<file path="src/rtl/dcache_mem_stage.sv">
// Memory-stage data cache: direct-mapped, write-through, no-write-allocate, 4 words per line.
// Misses stall the pipeline while a 4-beat fill or a single write-through runs on main memory.
module dcache_mem_stage #(
    parameter int INDEX_BITS = 4
) (
    input  logic        clk,
    input  logic        rst,
    input  logic        MemReadM,
    input  logic        MemWriteM,
    input  logic [31:0] ALUoutM,
    input  logic [31:0] WriteDataM,
    output logic [31:0] Mem_RDM,
    output logic        Mem_Stall,
    output logic        mm_req,
    output logic        mm_we,
    output logic [31:0] mm_addr,
    output logic [31:0] mm_wdata,
    input  logic [31:0] mm_rdata,
    input  logic        mm_ack
);

    localparam int TAG_BITS = 32 - INDEX_BITS - 4;
    localparam int LINES    = 1 << INDEX_BITS;

    typedef enum logic [1:0] {
        IDLE,
        FILL,
        WRITE
    } state_t;

    state_t              state_q;
    logic [1:0]          cnt_q;
    logic [LINES-1:0]    valid_q;
    logic [TAG_BITS-1:0] tag_q  [LINES];
    logic [31:0]         data_q [LINES][4];

    logic [1:0]            word;
    logic [INDEX_BITS-1:0] index;
    logic [TAG_BITS-1:0]   tag;
    logic                  hit;
    logic                  fill_we;
    logic                  fill_last;
    logic                  write_hit_we;
    logic                  unused_byte_bits;

    assign word             = ALUoutM[3:2];
    assign index            = ALUoutM[INDEX_BITS+3:4];
    assign tag              = ALUoutM[31:INDEX_BITS+4];
    assign unused_byte_bits = ^ALUoutM[1:0];

    assign hit          = valid_q[index] && (tag_q[index] == tag);
    assign fill_we      = (state_q == FILL) && mm_ack;
    assign fill_last    = fill_we && (cnt_q == 2'd3);
    assign write_hit_we = (state_q == WRITE) && mm_ack && hit;

    // NOTE: every output gets a default first so no path through the case infers a latch.
    always_comb begin
        Mem_Stall = 1'b0;
        Mem_RDM   = '0;
        mm_req    = 1'b0;
        mm_we     = 1'b0;
        mm_addr   = '0;
        mm_wdata  = '0;
        case (state_q)
            IDLE: begin
                if (MemWriteM) begin
                    Mem_Stall = 1'b1;
                end else if (MemReadM) begin
                    if (hit) Mem_RDM = data_q[index][word];
                    else     Mem_Stall = 1'b1;
                end
            end
            FILL: begin
                mm_req    = 1'b1;
                mm_addr   = {tag, index, cnt_q, 2'b00};
                Mem_Stall = 1'b1;
            end
            WRITE: begin
                mm_req    = 1'b1;
                mm_we     = 1'b1;
                mm_addr   = {ALUoutM[31:2], 2'b00};
                mm_wdata  = WriteDataM;
                Mem_Stall = !mm_ack;
            end
            default: ;
        endcase
    end

    // NOTE: sequential state uses non-blocking assignments so every flop samples pre-edge values.
    always_ff @(posedge clk) begin
        if (rst) begin
            state_q <= IDLE;
            cnt_q   <= 2'd0;
            valid_q <= '0;
        end else begin
            case (state_q)
                IDLE: begin
                    if (MemWriteM) begin
                        state_q <= WRITE;
                    end else if (MemReadM && !hit) begin
                        // The victim line is invalid until its last beat lands.
                        valid_q[index] <= 1'b0;
                        cnt_q          <= 2'd0;
                        state_q        <= FILL;
                    end
                end
                FILL: begin
                    if (mm_ack) begin
                        cnt_q <= cnt_q + 2'd1;
                        if (cnt_q == 2'd3) begin
                            valid_q[index] <= 1'b1;
                            state_q        <= IDLE;
                        end
                    end
                end
                WRITE: begin
                    if (mm_ack) state_q <= IDLE;
                end
                default: state_q <= IDLE;
            endcase
        end
    end

    // NOTE: tag and data arrays carry no reset; the valid bits alone decide whether they are used.
    always_ff @(posedge clk) begin
        if (fill_we)      data_q[index][cnt_q] <= mm_rdata;
        if (fill_last)    tag_q[index]         <= tag;
        if (write_hit_we) data_q[index][word]  <= WriteDataM;
    end

endmodule

</file>
<file path="config.mk">
export PLATFORM = sky130hd
export DESIGN_NAME = dcache_mem_stage
export DESIGN_NICKNAME = d
export VERILOG_FILES = /design/src/rtl/dcache_mem_stage.sv
export SDC_FILE = /design/constraint.sdc
export NUM_CORES = 2
export LEC_CHECK = 0
export CAP_MARGIN = 20
export CORE_UTILIZATION = 40
export CTS_BUF_LIST = sky130_fd_sc_hd__clkbuf_8
export CTS_CLUSTER_SIZE = 30
export DETAILED_ROUTE_END_ITERATION = 10
export PLACE_DENSITY = 0.61
export SYNTH_ARGS = -nofsm -noshare
export SYNTH_HDL_FRONTEND = slang
export SYNTH_SLANG_ARGS = --single-unit
</file>
<file path="constraint.sdc">
create_clock -name clk -period 8.6 [get_ports clk]
set_input_delay 1.72 -clock clk [delete_from_list [all_inputs] [get_ports clk]]
set_output_delay 1.72 -clock clk [all_outputs]
set_load 0.05 [all_outputs]
</file>
* After elaboration in Yosys (flattened, before gate mapping)
Memory sizes are Yosys's and may differ from the RTL's.
Cells that the tools add are included.
** Word-level totals
- Memories :: 2
- Output and inout port bits :: 99
- Register bits after elaboration :: 20
- Input bits :: 101
- Memory bits (writable) :: 2432
** Memories
- data_q :: words 16, bits a word 128, rd ports 1, clocked after memory_dff 0, write ports 1, line 35 : logic [31:0] data_q [LINES][4];
- tag_q :: words 16, bits a word 24, rd ports 1, clocked after memory_dff 0, write ports 1, line 34 : logic [TAG_BITS-1:0] tag_q [LINES];
** Operators by class
- Order comparisons :: 6
- Equal/unequal tests :: 10
- Reduce and logical (&&, ||, !) cells :: 17
- Multiplexer cells :: 172
- Bitwise operators :: 133
- Add/sub/neg operators :: 1
** Operators with widths (number)
- $mux W32 :: 9
- $mux W128 :: 2
- $mux W1 :: 139
- $demux W32 S2 :: 2
- $or A1 B1 Y1 :: 128
- $bmux W32 S2 :: 1
- $mux W16 :: 4
- $pmux W32 S2 :: 1
- $pmux W16 S2 :: 1
- $eq A24 B24 Y1 :: 1
- $and A16 B16 Y16 :: 1
- $mux W2 :: 8
- $not A16 Y16 :: 1
- $or A16 B16 Y16 :: 1
- $logic_and A1 B1 Y1 :: 9
- $ne A2 B2 Y1 const B :: 4
- $reduce_and A4 Y1 :: 2
- $ge A3 B3 Y1 const B :: 2
- $lt A3 B1 Y1 const B :: 2
- $not A2 Y3 :: 2
- $pmux W2 S3 :: 1
- $lt A4 B5 Y1 const B :: 1
- $reduce_and A5 Y1 :: 1
- $bmux W1 S4 :: 1
- other kinds (13) :: 15

* Longest topological paths before layout
- Depth in word-level cells :: 9
- Depth in mapped cells :: 16

* Worst setup path before layout
No wires, ideal clock.
- Kind :: input to output
- From :: input port ALUoutM[4]
- To :: output port Mem_RDM[10]
- Buffers on the path :: 3
- Stages on the path :: 12
- Arrival time :: 5026 ps
- Slack :: 1854 ps
- Data required time :: 6880 ps
- Cell sequence :: buf_2 > buf_4 > mux4_2 > a22o_1 > a221oi_2 > xor2_1 > and4_1 > nand4_1 > nor4b_1 > nand3_1 > clkbuf_1 > nor2b_1
** On the way
- Longest elaborated chain between the ends :: 8
- Elaborated cells between the ends (all ways) :: 13
- Classes of those cells :: eq/ne: 1; mux: 9; reduce/logical: 1; memory: 2
** RTL lines
- from (decl) :: line 10 : input logic [31:0] ALUoutM,
- $mem_v2 Z16 W128
- $bmux W32 S2 :: line 69 : if (hit) Mem_RDM = data_q[index][word];
- $mux W32 (not written as such) (2 in a row) :: line 69
- $mux W32 * :: line 69
- $mux W32 * :: line 68 : end else if (MemReadM) begin
- $mux W32 * :: line 66 : if (MemWriteM) begin
- $mux W32 * :: line 64 : case (state_q)
- to (decl) :: line 12 : output logic [31:0] Mem_RDM,
Every way passes the cells marked *; elsewhere a longest branch is shown, timed or not. The select of a mux whose other input is x is not followed.

* Worst setup path after layout
- From :: input port ALUoutM[6]
- To :: output port Mem_RDM[18]
The elaborated chain is that of the path after synthesis.

==> flow_metrics.py <==
metrics = {
    "final_layout": {
        "n_fill_cell": 19700,
        "mostFrequentLayoutCells": "edfxtp_1 (2432), mux4_2 (740), clkbuf_8 (409), inv_1 (176), mux2_2 (159)",
        "multi_input_area_um2": 22700,
        "synthToLayoutAreaGrowth_pct": 15.5,
        "seqCellArea_um2": 73400,
        "nets": 4779,
        "drive_gt1_share_pct": 33.2,
        "final_common_cell": "edfxtp_1",
    },
    "timing": {
        "slew_viol_final": 0,
        "grt_setup_unrepaired": "no",
        "slew-limit-headroom_pct": 22.8,
        "clock.fmax_mhz": 121,
        "setup_violations": 0,
        "setup_ws_ns": 0.320,
        "timing.hold.ws_ns": 0.482,
        "clock-skew-final_ns": 0.0884,
        "fin_crit_sh_pct": 96.3,
        "tightest_slew_ns": 1.16,
        "min_period_ns": 8.28,
        "hold_violations": 0,
        "finalSetupTns_ns": 0,
    },
    "grt": {
        "grt.total_usage_pct": 20.9,
        "grt_start_max_net_pins": 120,
        "grt_pass1_wl_um": 357000,
        "overflow": 0,
        "grt_pass1_vias": 47800,
        "antenna_found_initial": 23,
    },
    "synth": {
        "yosys_warnings": 0,
        "synth_edf_count": 2432,
        "syn_avg_cell_area_um2": 23.3,
        "synthFlopType": "edfxtp_1",
        "syn-cell-area_um2": 96500,
        "syn-instance-count": 4144,
        "synth_cell_types": 59,
        "async_flop_share_pct": 0,
        "synth-seq-cells": 2452,
        "yosysSeqAreaShare_pct": 76.1,
    },
    "power_and_ir_drop": {
        "p_int_w": 0.0183,
        "combPwrFrac_pct": 6.0,
        "switching_share_pct": 22.6,
        "p_seq_share_pct": 55.6,
        "p_switching_w": 0.00533,
        "p_clk_share_pct": 38.4,
        "vdd_drop_max_uv": 168,
        "leakagePower_nw": 34.6,
        "p_per_area_nw_per_um2": 212,
    },
    "die": {
        "io_pins": 200,
        "die_h_um": 493,
        "num_rows": 179,
        "start_util_pct": 40.4,
        "core_um2": 239000,
        "dieArea_um2": 243000,
        "die_x_um": 493,
    },
    "clock_network": {
        "post_cts_buffers": 0,
        "ctsResizeCount": 0,
        "cts.sinks": 2452,
        "ctsHoldBuffers": 0,
        "clockRootBuffer": "clkbuf_8",
        "cts_tree": "done",
        "insertion_delay_ns": 1.09,
        "cts_max_level": 5,
        "cts_buffer_depth": 4,
        "numCtsBuffers": 403,
        "path_clk_slew_ns": 0.06,
    },
    "place": {
        "gp_congestion": 0.769,
        "pre_cts_ws_ns": 0.438,
        "dp_hpwl_um": 142000,
        "io_buffers": 195,
    },
    "drt": {
        "avgRoutedWirePerCell_um": 31.2,
        "drc": 0,
        "routedLengthMet1_um": 101000,
        "drt-initial-drc-count": 5533,
        "wl_met2_um": 123000,
        "vias": 47000,
        "top_layer": "met5",
        "route.met3.wl_um": 23400,
        "via_per_inst": 5.76,
        "routed_wl_um": 254000,
        "firstDrtPassIters": 6,
        "antenna_left": 0,
    },
    "worst_setup_path": {
        "crit_path_max_fanout": 32,
        "worstPathArrival_ns": 6.56,
        "critPathLaunchType": "input pin",
        "crit_path_end_kind": "primary output",
        "r2r_setup_slack_ns": 3.34,
        "worst-setup-path-type": "input pin to primary output",
        "worst-endpoint-required_ns": 6.88,
    },
    "job": {
        "cap_viol_max_count": 0,
    },
    "run_status": {
        "run_status": "finished, final reports clean",
    },
    "worst_hold_path": {
        "hold_class": "flop to flop",
    },
}
## path summary, 6_finish.rpt
| path | from | to | cells after the start |
|---|---|---|---|
| min reg2reg | flop | flop | 2 |
| max | ALUoutM[6] | Mem_RDM[18] | 12 |
| min | flop | flop | 2 |
| max reg2reg | tag_q[7][21] | data_q[8][80] | 11 |
## state kept, by name (all words and copies together) (netlist names), named ones only
register  cells
cnt_q         2
data_q     2048
state_q       2
tag_q       384
## critical path, stage by stage
cell and delay, ns:
clkdlybuf4s50_1 0.83, or2_2 0.42, o22ai_1 0.16, o21ai_0 0.48, o311ai_0 0.50, o31ai_1 0.59, nand3_1 0.15, nor4b_1 0.40
nand3_2 0.12, buf_4 0.32, nor2b_1 0.54, buf_12 0.21
## layer usage
| layer | vias to the layer above | track usage (%) |
|---|---|---|
| met2 | 2157 | 33.4 |
| met3 | 380 | 5.23 |
| met5 | - | 0 |
| met1 | 25500 | 28.6 |
| met4 | 6 | 5.67 |
| li1 | 18900 | - |
## power by group through the flow
stage / combinational [W] / clock (W) / sequential [W]
CTS: 0.00142 / 0.00924 / 0.0131
global route: 0.00149 / 0.00975 / 0.0131
detailed placement: 0.00142 / 0 / 0.0134
finish: 0.00141 / 0.00907 / 0.0131
floorplan: 0.000875 / 0 / 0.0134
global placement: 0.00140 / 0 / 0.0134
## cell type report
cell class,count,area share [%]
flip-flops and latches,2452,65.9
diodes,15,0.0337
repair buffers,355,3.77
multi-input cells,1427,20.4
clock buffers,409,5.05
clock inverters,294,1.22
inverters,31,0.111
well taps,3167,3.56
## cell families after synthesis
family                   count (synthesis)  synth area share (%)
AND/OR/NAND/NOR                        300                  1.65
buffers and inverters                  266                  1.16
multiplexers                           954                  19.7
other                                    1               0.00389
XOR/XNOR                                28                 0.254
AO/OA/AOI/OAI                          135                  1.01
adder cells (fa/ha/maj)                  8                 0.104
flip-flops                            2452                  76.1
## through the flow
stage	power, W	utilization (%)	instance area (um^2)	cells
after floorplan	0.0143	-	96500	4145
after detailed placement	0.0148	43.6	104000	7424
final	0.0236	46.7	111000	8150
after global placement	0.0148	43.6	104000	7422
after global routing	0.0244	46.7	111000	8141
after CTS	0.0238	46.6	111000	8127
## cells in the mapped netlist (all sizes together) (4+ instances only)
library cell | count | area, um^2
ha | 8 | 100
nand2b | 7 | 43.8
dfxtp | 20 | 400
xor2 | 9 | 78.8
o31ai | 8 | 73.8
and2 | 64 | 400
buf | 107 | 520
mux4 | 740 | 16700
o32ai | 18 | 158
a221oi | 7 | 67.6
a31oi | 6 | 37.5
o21ai | 9 | 45.0
mux2 | 166 | 1880
and3 | 6 | 37.5
a22oi | 8 | 60.1
clkbuf | 128 | 480
mux2i | 48 | 480
o22ai | 23 | 144
a21oi | 26 | 130
nor2b | 49 | 307
nor3 | 10 | 61.3
inv | 31 | 116
nand4 | 4 | 25.0
nor2 | 82 | 308
edfxtp | 2432 | 73000
nand3 | 16 | 80.1
a211oi | 7 | 52.6
xnor2 | 19 | 166
nor4 | 21 | 131
nand2 | 30 | 113
Power figures use the tool's default switching activity.
